**config.mk**
```make
export PLATFORM = sky130hd
export DESIGN_NAME = e_md_ctrl
export DESIGN_NICKNAME = d
export VERILOG_FILES = /design/src/rtl/e_md_ctrl.sv
export SDC_FILE = /design/constraint.sdc
export NUM_CORES = 1
export LEC_CHECK = 0
export CAP_MARGIN = 10
export CORE_ASPECT_RATIO = 1.5
export CORE_MARGIN = 2
export CORE_UTILIZATION = 45
export CTS_CLUSTER_DIAMETER = 50
export DETAILED_ROUTE_END_ITERATION = 12
export DONT_BUFFER_PORTS = 1
export GPL_TIMING_DRIVEN = 0
export PLACE_DENSITY = 0.6
export SYNTH_ARGS = -nofsm -noshare
export SYNTH_HDL_FRONTEND = slang
export SYNTH_SLANG_ARGS = --single-unit
```
**constraint.sdc**
```tcl
create_clock -name clk -period 4.7 [get_ports clk]
set_input_delay 0.47 -clock clk [delete_from_list [all_inputs] [get_ports clk]]
set_output_delay 0.47 -clock clk [all_outputs]
set_load 0.05 [all_outputs]
```
**src/rtl/e_md_ctrl.sv**
```systemverilog
// E-stage HI/LO controller: owns HI/LO and sequences requests to an external mult/div engine.
// Optional MD_CTRL_FWD_EN forwards engine results to mfhi/mflo on the md_done cycle.
package e_md_ctrl_pkg;
    localparam logic [3:0] HILO_NONE  = 4'd0;
    localparam logic [3:0] HILO_MULT  = 4'd1;
    localparam logic [3:0] HILO_MULTU = 4'd2;
    localparam logic [3:0] HILO_DIV   = 4'd3;
    localparam logic [3:0] HILO_DIVU  = 4'd4;
    localparam logic [3:0] HILO_MFHI  = 4'd5;
    localparam logic [3:0] HILO_MFLO  = 4'd6;
    localparam logic [3:0] HILO_MTHI  = 4'd7;
    localparam logic [3:0] HILO_MTLO  = 4'd8;

    typedef enum logic [1:0] {S_IDLE, S_ISSUE, S_WAIT} md_state_e;
endpackage

module e_md_ctrl
    import e_md_ctrl_pkg::*;
#(
    parameter int unsigned MAX_WAIT = 64
) (
    input  logic        clk,
    input  logic        reset,
    input  logic        op_valid,
    input  logic [3:0]  HILOOp,
    input  logic        flush,
    input  logic [31:0] RD1,
    input  logic [31:0] RD2,
    output logic        md_start,
    output logic [1:0]  md_op,
    output logic [31:0] md_a,
    output logic [31:0] md_b,
    input  logic        md_done,
    input  logic [31:0] md_hi,
    input  logic [31:0] md_lo,
    output logic        stall,
    output logic [31:0] HILOout,
    output logic        err
);
    localparam logic [7:0] LAST_WAIT = 8'(MAX_WAIT - 1);

    md_state_e   state, state_d;
    logic [7:0]  wait_cnt, wait_cnt_d;
    logic [31:0] hi, lo;
    logic        is_md, is_hilo, is_mfhi, is_mflo, fwd_hit, accept;
    logic        issue_go, commit, timeout, mthi_wr, mtlo_wr;
    logic [1:0]  op_code;

    assign is_md   = (HILOOp >= HILO_MULT) && (HILOOp <= HILO_DIVU);
    assign is_hilo = (HILOOp >= HILO_MULT) && (HILOOp <= HILO_MTLO);
    assign is_mfhi = (HILOOp == HILO_MFHI);
    assign is_mflo = (HILOOp == HILO_MFLO);

`ifdef MD_CTRL_FWD_EN
    // Reads may bypass the stall only when the result they need is on md_hi/md_lo right now.
    assign fwd_hit = (state == S_WAIT) && md_done && (is_mfhi || is_mflo);
`else
    assign fwd_hit = 1'b0;
`endif

    assign stall    = op_valid && !flush && is_hilo && (state != S_IDLE) && !fwd_hit;
    assign accept   = op_valid && !flush && !stall;
    assign md_start = (state == S_ISSUE);

    always_comb begin
        case (HILOOp)
            HILO_MULTU: op_code = 2'd1;
            HILO_DIV:   op_code = 2'd2;
            HILO_DIVU:  op_code = 2'd3;
            default:    op_code = 2'd0;
        endcase
    end

    // NOTE: every signal written here gets a default first so no path can infer a latch.
    always_comb begin
        state_d    = state;
        wait_cnt_d = wait_cnt;
        issue_go   = 1'b0;
        commit     = 1'b0;
        timeout    = 1'b0;
        mthi_wr    = 1'b0;
        mtlo_wr    = 1'b0;
        case (state)
            S_IDLE: begin
                if (accept && is_md) begin
                    issue_go = 1'b1;
                    state_d  = S_ISSUE;
                end
                mthi_wr = accept && (HILOOp == HILO_MTHI);
                mtlo_wr = accept && (HILOOp == HILO_MTLO);
            end
            S_ISSUE: begin
                wait_cnt_d = '0;
                state_d    = S_WAIT;
            end
            S_WAIT: begin
                // A result on the last allowed cycle still beats the timeout.
                if (md_done) begin
                    commit  = 1'b1;
                    state_d = S_IDLE;
                end else begin
                    wait_cnt_d = wait_cnt + 8'd1;
                    if (wait_cnt == LAST_WAIT) begin
                        timeout = 1'b1;
                        state_d = S_IDLE;
                    end
                end
            end
            default: state_d = S_IDLE;
        endcase
    end

    // NOTE: sequential state uses non-blocking assignments so all registers update from pre-edge values.
    always_ff @(posedge clk or negedge reset) begin
        if (!reset) begin
            state    <= S_IDLE;
            wait_cnt <= '0;
        end else begin
            state    <= state_d;
            wait_cnt <= wait_cnt_d;
        end
    end

    always_ff @(posedge clk or negedge reset) begin
        if (!reset) begin
            hi    <= '0;
            lo    <= '0;
            md_a  <= '0;
            md_b  <= '0;
            md_op <= '0;
            err   <= 1'b0;
        end else begin
            if (issue_go) begin
                md_a  <= RD1;
                md_b  <= RD2;
                md_op <= op_code;
            end
            if (commit) begin
                hi <= md_hi;
                lo <= md_lo;
            end else begin
                if (mthi_wr) hi <= RD1;
                if (mtlo_wr) lo <= RD1;
            end
            if (timeout) err <= 1'b1;
        end
    end

    always_comb begin
        HILOout = '0;
        if (is_mfhi)      HILOout = fwd_hit ? md_hi : hi;
        else if (is_mflo) HILOout = fwd_hit ? md_lo : lo;
    end
endmodule
```
==> run_results.csv, run 1 <==
group,metric,value,unit
synthesis,synth-edff-count,0,
synthesis,yosysWarnings,0,
worst_setup_path,path_max_fanout,10,
synthesis,post_synth.cell_area_avg,10.5,um2
global_route,grt_pass1_wl,30300,um
clock_tree,post-cts-setup-buffer-count,0,
worst_setup_path,regToRegStartpoint,"state[0]$_DFFE_PN0P_",
worst_setup_path,critPathCaptureType,"output pin",
routing,m1WireLength,7620,um
timing,unrepaired_setup_endpoints_after_global_routing,"no",
synthesis,ys_seq_area_share,54.2,%
layout,final_non_filler_cells,844,
layout,seq_area,3530,um2
power_and_ir_drop,static-leakage-power,2.89,nW
routing,drt-total-wl,20700,um
worst_setup_path,r2r_cells,5,
timing,max_slew_margin,30.4,%
place,numPortBuffers,0,
layout,post_route_cells_drive_above_1_share,17.8,%
routing,drt-wirelength-per-cell,24.5,um
place,dpl.cell_count,811,
clock_tree,cts.sink_count,141,
worst_hold_path,holdCritPathClass,"primary input to async pin",
synthesis,cells_after_synthesis,618,
layout,n_fill_cell,1335,
timing,setup_viol,0,
global_route,grt_usage,26.4,%
global_route,vias_in_the_first_global_route,5591,
clock_tree,htreeDepth,4,
synthesis,netlist.area_leader.share,54.2,%
layout,net_total_in_the_final_layout,777,
synthesis,unique_masters_post_synth,38,
worst_setup_path,crit_top_cell,"sky130_fd_sc_hd__clkbuf_1",
clock_tree,cts.repair.resized,0,
clock_tree,cts_tree,"done",
worst_setup_path,destination_of_the_critical_timing_path,"HILOout[30]",
timing,max_slew.worst_pin.slew,1.03,ns
place,hpwl,14600,um
clock_tree,path_clk_slew,0.06,ns
synthesis,synth.top_cells.by_count,"141 x sky130_fd_sc_hd__dfrtp_1, 71 x sky130_fd_sc_hd__o21ai_0, 68 x sky130_fd_sc_hd__nand3_1",
synthesis,ys_async_sr_fraction,100,%
floorplanning,placement_rows,53,
floorplanning,io_pins,238,
run_status,failed_checks,"negative hold slack",
worst_setup_path,timing.critical_path.from,"HILOOp[2]",
floorplanning,placeableCoreArea,14100,um2
timing,timing.final.crit_period,2.99,ns
layout,n_antenna_cell,0,
global_route,grt-ovfl-total,0,
routing,via_count,5225,
routing,dr_wl_met3,1730,um
routing,drt-pass1-iter-count,7,
timing,hold_viol_final,8,
worst_setup_path,worst_ep_arrival_time,2.52,ns
routing,via_density_per_instance,6.19,
timing,worst_clock_skew,0.00961,ns
layout,areaGrowthSynthToFinish,13.1,%
worst_setup_path,regToRegEndpoint,"md_a[20]$_DFFE_PN0P_",
clock_tree,clk_latency,0.42,ns
worst_setup_path,critical-path-max-stage-delay,0.61,ns
job,max-cap-violations,0,
routing,met2WireLength,10700,um
clock_tree,clock_tree.root_cell,"sky130_fd_sc_hd__clkbuf_16",
synthesis,synthFlopType,"sky130_fd_sc_hd__dfrtp_1",
timing,holdWs,-0.0323,ns
timing,slew_violations,0,
worst_setup_path,path_type_of_the_worst_setup_path,"primary input to output pin",
clock_tree,numCtsBuffers,17,
floorplanning,die_width,102,um
layout,multi_input_comb_area,2690,um2
worst_setup_path,crit_path_cell_trace,"clkbuf_1 > nor4bb_1 > clkbuf_1 > clkbuf_1 > a22o_1",
global_route,maximum_number_of_pins_on_one_net_before_global_route_repair,142,
clock_tree,max-clock-path-buffers,2,
power_and_ir_drop,vdd_drop_max,0.000275,V
synthesis,synthDominantAreaCellType,"sky130_fd_sc_hd__dfrtp_1",
routing,top_layer_used,"met4",
worst_setup_path,cpMaxStageDelayCell,"sky130_fd_sc_hd__a22o_1",
synthesis,synth_most_common_cell,"sky130_fd_sc_hd__dfrtp_1",
routing,drt_drc_violations_left,0,
floorplanning,dieArea,15500,um2
floorplanning,floorplan.initialDensity,46.3,%
clock_tree,cts_hold_buf,1,
synthesis,synthesis.nets,756,
power_and_ir_drop,powerDensity,586,nW/um2
synthesis,syn_area,6510,um2
run_status,status,"finished with violations",
timing,fmax,335,MHz
synthesis,netlist_top_cells_area,"sky130_fd_sc_hd__dfrtp_1 54%, sky130_fd_sc_hd__mux2_2 11%, sky130_fd_sc_hd__a31oi_1 6.3%",
routing,drt_iter0_drc,333,
floorplanning,die_height,151,um
place,routabilityCongestion,0.871,
global_route,antenna_violations_before_repair,0,
synthesis,postSynthRegisterBits,141,
timing,fin_crit_sh,63.5,%
routing,ant_nets,0,
worst_setup_path,setup_slack_on_the_worst_flop_to_flop_path,2.31,ns
worst_setup_path,worstPathRequired,4.23,ns
worst_setup_path,crit_path_start_kind,"primary input",
timing,finalSetupTns,0,ns
## where the power goes
| part | switching (mW) | internal, mW | total [mW] |
|---|---|---|---|
| Clock | 0.552 | 0.750 | 1.30 |
| Sequential | 0.792 | 1.58 | 2.37 |
| Combinational | 0.354 | 0.292 | 0.646 |
## layout make-up
class	instances	area share, %
Tap cell	192	3.26
Sequential cell	141	47.9
Clock buffer	18	5.97
Inverter	4	0.204
Timing Repair Buffer	2	0.476
Multi-Input combinational cell	412	36.6
Buffer	61	3.79
Clock inverter	14	1.78
## kinds of logic after synthesis
logic type               after synthesis  share of synthesized area, %
AO/OA/AOI/OAI                        179                          17.1
adder cells (fa/ha/maj)                1                         0.192
AND/OR/NAND/NOR                      164                          12.4
XOR/XNOR                               2                         0.269
flip-flops                           141                          54.2
multiplexers                          66                          11.4
buffers and inverters                 65                          4.52
## state kept, by name, summed over array words and instances (netlist names)
name,cells
hi,32
lo,32
md_a,32
md_b,32
wait_cnt,8
md_op,2
state,2
err,1
## per-layer routing
layer  global-route usage, %  up-vias
met5                       0        -
met4                    10.1        0
met3                    8.58       43
met2                    45.2      271
met1                    30.4     2594
li1                        -     2317
## per-stage QoR
stage | area [um2] | util (%) | worst slack (ns) | power [mW] | hold WS [ns]
3_5_place_dp | 6760 | 48.1 | 1.74 | 3.01 | 0.181
2_1_floorplan | 6510 | - | 1.55 | 2.83 | 0.174
5_1_grt | 7360 | 52.4 | 1.59 | 4.50 | 0.0541
6_report | 7360 | 52.4 | 1.71 | 4.32 | -0.0323
4_1_cts | 7360 | 52.4 | 1.73 | 4.34 | 0.0836
3_3_place_gp | 6750 | 48.0 | 1.16 | 2.96 | 0.180
## worst max-delay path, delay by kind of cell
family / cells / cell delay, ns
AND/OR/NAND/NOR: 1 / 0.33
buffers and inverters: 3 / 1.09
AO/OA/AOI/OAI: 1 / 0.61
## cell usage in the layout, fill, tap and decap left out, drive strengths merged, types with 2 or more instances in the layout
cell	synthesis	final
dfrtp	141	141
o21ai	71	71
nand3	68	68
nor2	67	67
a31oi	66	66
clkbuf	48	66
mux2	64	64
a22o	32	32
buf	13	15
inv	4	9
nand2	5	5
a21oi	5	5
clkinvlp	0	4
nor4b	4	4
clkinv	0	4
o31ai	3	3
or3	3	3
nor4bb	2	2
nand2b	2	2
nor3	2	2
mux2i	2	2
nor4	2	2
or4b	2	2
## worst min-delay path by stage
stage	from	to	slack (ns)	depth (start not counted)
final	reset	md_a[16]$_DFFE_PN0P_	-0.03	1
after global routing	reset	md_a[19]$_DFFE_PN0P_	0.05	1
after CTS	reset	md_a[24]$_DFFE_PN0P_	0.08	1
after detailed placement	reset	md_a[16]$_DFFE_PN0P_	0.18	0
after global placement	reset	md_a[16]$_DFFE_PN0P_	0.18	0
after floorplan	reset	err$_DFFE_PN0P_	0.17	0
No activity file was read; power rests on OpenSTA's default activity.
==> inputs of run 2 (changes only) <==
--- a/config.mk
+++ b/config.mk
@@ -13,7 +13,7 @@
 export DETAILED_ROUTE_END_ITERATION = 12
 export DONT_BUFFER_PORTS = 1
 export GPL_TIMING_DRIVEN = 0
-export PLACE_DENSITY = 0.6
+export PLACE_DENSITY = 0.62
 export SYNTH_ARGS = -nofsm -noshare
 export SYNTH_HDL_FRONTEND = slang
 export SYNTH_SLANG_ARGS = --single-unit
==> constraint.sdc (replaced) <==
create_clock -name clk -period 2.55 [get_ports clk]
set_input_delay 0.255 -clock clk [delete_from_list [all_inputs] [get_ports clk]]
set_output_delay 0.255 -clock clk [all_outputs]
set_load 0.05 [all_outputs]
==> run 2 against run 1 <==
Compared with the run above: the run still ends with negative hold slack left; cell area is 14% higher; clock skew is 0.0018 ns lower; power rose by 95%; sequential power grew 85%; worst hold slack got worse by 0.44 ns; die area did not move; utilization is 7.4 points higher; cell count up 11%.
==> run_results.csv, run 2 (synthesis results as in run 1) <==
group,metric,value,unit
global_route,vias_in_the_first_global_route,5934,
timing,max_slew_margin,37.2,%
worst_setup_path,regToRegStartpoint,"state[0]$_DFFE_PN0P_",
timing,setup_slack_after_layout,0.0527,ns
timing,hold_viol_final,141,
global_route,maximum_number_of_pins_on_one_net_before_global_route_repair,142,
clock_tree,htreeDepth,4,
timing,fmax,400,MHz
power_and_ir_drop,static-leakage-power,3.34,nW
clock_tree,clk_latency,0.42,ns
clock_tree,post-cts-setup-buffer-count,0,
clock_tree,clock_tree.root_cell,"sky130_fd_sc_hd__clkbuf_16",
timing,max_slew.worst_pin.slew,0.929,ns
worst_setup_path,r2r_cells,5,
place,routabilityCongestion,0.898,
layout,final_non_filler_cells,940,
layout,utilization,59.8,%
layout,n_fill_cell,1217,
run_status,status,"finished with violations",
job,max-cap-violations,0,
layout,n_antenna_cell,0,
routing,via_density_per_instance,6.04,
power_and_ir_drop,finalPower,8.42,mW
worst_setup_path,destination_of_the_critical_timing_path,"HILOout[17]",
clock_tree,cts.sink_count,141,
routing,drt-pass1-iter-count,6,
worst_setup_path,timing.critical_path.from,"HILOOp[2]",
place,dpl.cell_count,810,
layout,areaGrowthSynthToFinish,29.1,%
routing,drt-total-wl,21100,um
run_status,failed_checks,"negative hold slack",
global_route,grt_pass1_wl,31400,um
layout,post_route_cells_drive_above_1_share,16.7,%
worst_setup_path,critical-path-max-stage-delay,0.57,ns
routing,drt_drc_violations_left,0,
power_and_ir_drop,vdd_drop_max,0.000498,V
timing,fin_crit_sh,97.9,%
layout,net_total_in_the_final_layout,873,
floorplanning,placeableCoreArea,14100,um2
timing,finalSetupTns,0,ns
routing,drt-wirelength-per-cell,22.4,um
clock_tree,cts_tree,"done",
floorplanning,die_width,102,um
layout,multi_input_comb_area,2700,um2
worst_setup_path,path_max_fanout,10,
timing,slew_violations,0,
floorplanning,dieArea,15500,um2
worst_setup_path,critical_path_cell_count,5,
timing,unrepaired_setup_endpoints_after_global_routing,"yes",
place,numPortBuffers,0,
floorplanning,floorplan.initialDensity,46.3,%
layout,most-common-layout-cells,"141 x sky130_fd_sc_hd__dfrtp_1, 97 x sky130_fd_sc_hd__dlygate4sd3_1, 71 x sky130_fd_sc_hd__o21ai_0",
timing,holdWs,-0.471,ns
worst_setup_path,crit_path_cell_trace,"clkbuf_1 > nor4bb_1 > clkbuf_1 > clkbuf_1 > a22o_1",
layout,final_common_cell,"sky130_fd_sc_hd__dfrtp_1",
global_route,antenna_violations_before_repair,0,
worst_setup_path,setup_slack_on_the_worst_flop_to_flop_path,0.18,ns
global_route,grt_usage,27.0,%
worst_setup_path,regToRegEndpoint,"md_a[3]$_DFFE_PN0P_",
place,dp_slack,0.0274,ns
timing,timing.final.crit_period,2.50,ns
clock_tree,path_clk_slew,0.06,ns
layout,seq_area,3530,um2
timing,setup_viol,0,
place,place_area,6760,um2
worst_hold_path,holdCritPathClass,"primary input to async pin",
place,hpwl,14500,um
floorplanning,placement_rows,53,
worst_setup_path,critical_path.top_delay_family,"buffers and inverters",
worst_setup_path,worstPathRequired,2.30,ns
clock_tree,cts_hold_buf,97,
worst_setup_path,critical_path_buf_inv_count,3,
timing,worst_clock_skew,0.00784,ns
worst_setup_path,crit_top_cell,"sky130_fd_sc_hd__clkbuf_1",
power_and_ir_drop,powerDensity,1000,nW/um2
floorplanning,io_pins,238,
floorplanning,die_height,151,um
worst_setup_path,path_type_of_the_worst_setup_path,"primary input to output pin",
routing,via_count,5682,
routing,drt_iter0_drc,317,
worst_setup_path,critPathCaptureType,"output pin",
worst_setup_path,cpMaxStageDelayCell,"sky130_fd_sc_hd__a22o_1",
routing,ant_nets,0,
global_route,grt-ovfl-total,0,
clock_tree,max-clock-path-buffers,2,
clock_tree,numCtsBuffers,17,
layout,stdcell_area,8400,um2
worst_setup_path,crit_path_start_kind,"primary input",
worst_setup_path,worst_ep_arrival_time,2.24,ns
[run 2: what timing repair did]
item | in CTS | in global routing
endpoints found under the hold margin | 266 | 141
gates resized for setup | 0 | 15
setup endpoints to repair | 0 | 25
[run 2: cell type report]
| cell class | instances | share of cell area (%) |
|---|---|---|
| plain buffers | 61 | 3.36 |
| well taps | 192 | 2.86 |
| flip-flops and latches | 141 | 42.0 |
| multi-input cells | 412 | 32.2 |
| inverters | 4 | 0.179 |
| clock buffers | 20 | 5.31 |
| clock inverters | 12 | 2.49 |
| repair buffers | 98 | 11.6 |
[run 2: power by group]
| part | internal, mW | switching [mW] |
|---|---|---|
| Combinational | 0.636 | 0.654 |
| Clock | 1.78 | 0.974 |
| Sequential | 2.91 | 1.47 |
[run 2: how the worst min path moves through the flow]
stage / startpoint / end / slack (ns) / cells past startpoint
finish: reset / hi[16]$_DFFE_PN0P_ / -0.47 / 0
global route: reset / md_a[18]$_DFFE_PN0P_ / -0.49 / 0
CTS: reset / hi[16]$_DFFE_PN0P_ / -0.48 / 0
detailed placement: reset / md_a[16]$_DFFE_PN0P_ / -0.03 / 0
global placement: reset / md_a[16]$_DFFE_PN0P_ / -0.04 / 0
floorplan: reset / err$_DFFE_PN0P_ / -0.04 / 0
[run 2: routing by layer]
metal	track usage (%)	share of wire, %	vias to the layer above
met3	7.48	7.9	44
met1	30.6	37	2818
li1	-	-	2510
met5	0	0	-
met4	12.4	2.9	0
met2	46.9	53	310
[run 2: worst register-to-register path: cells and delay by family, from the launching register on]
kind	cells	cell delay, ns
flip-flops	1	0.44
multiplexers	1	0.36
buffers and inverters	2	0.52
AND/OR/NAND/NOR	2	0.94
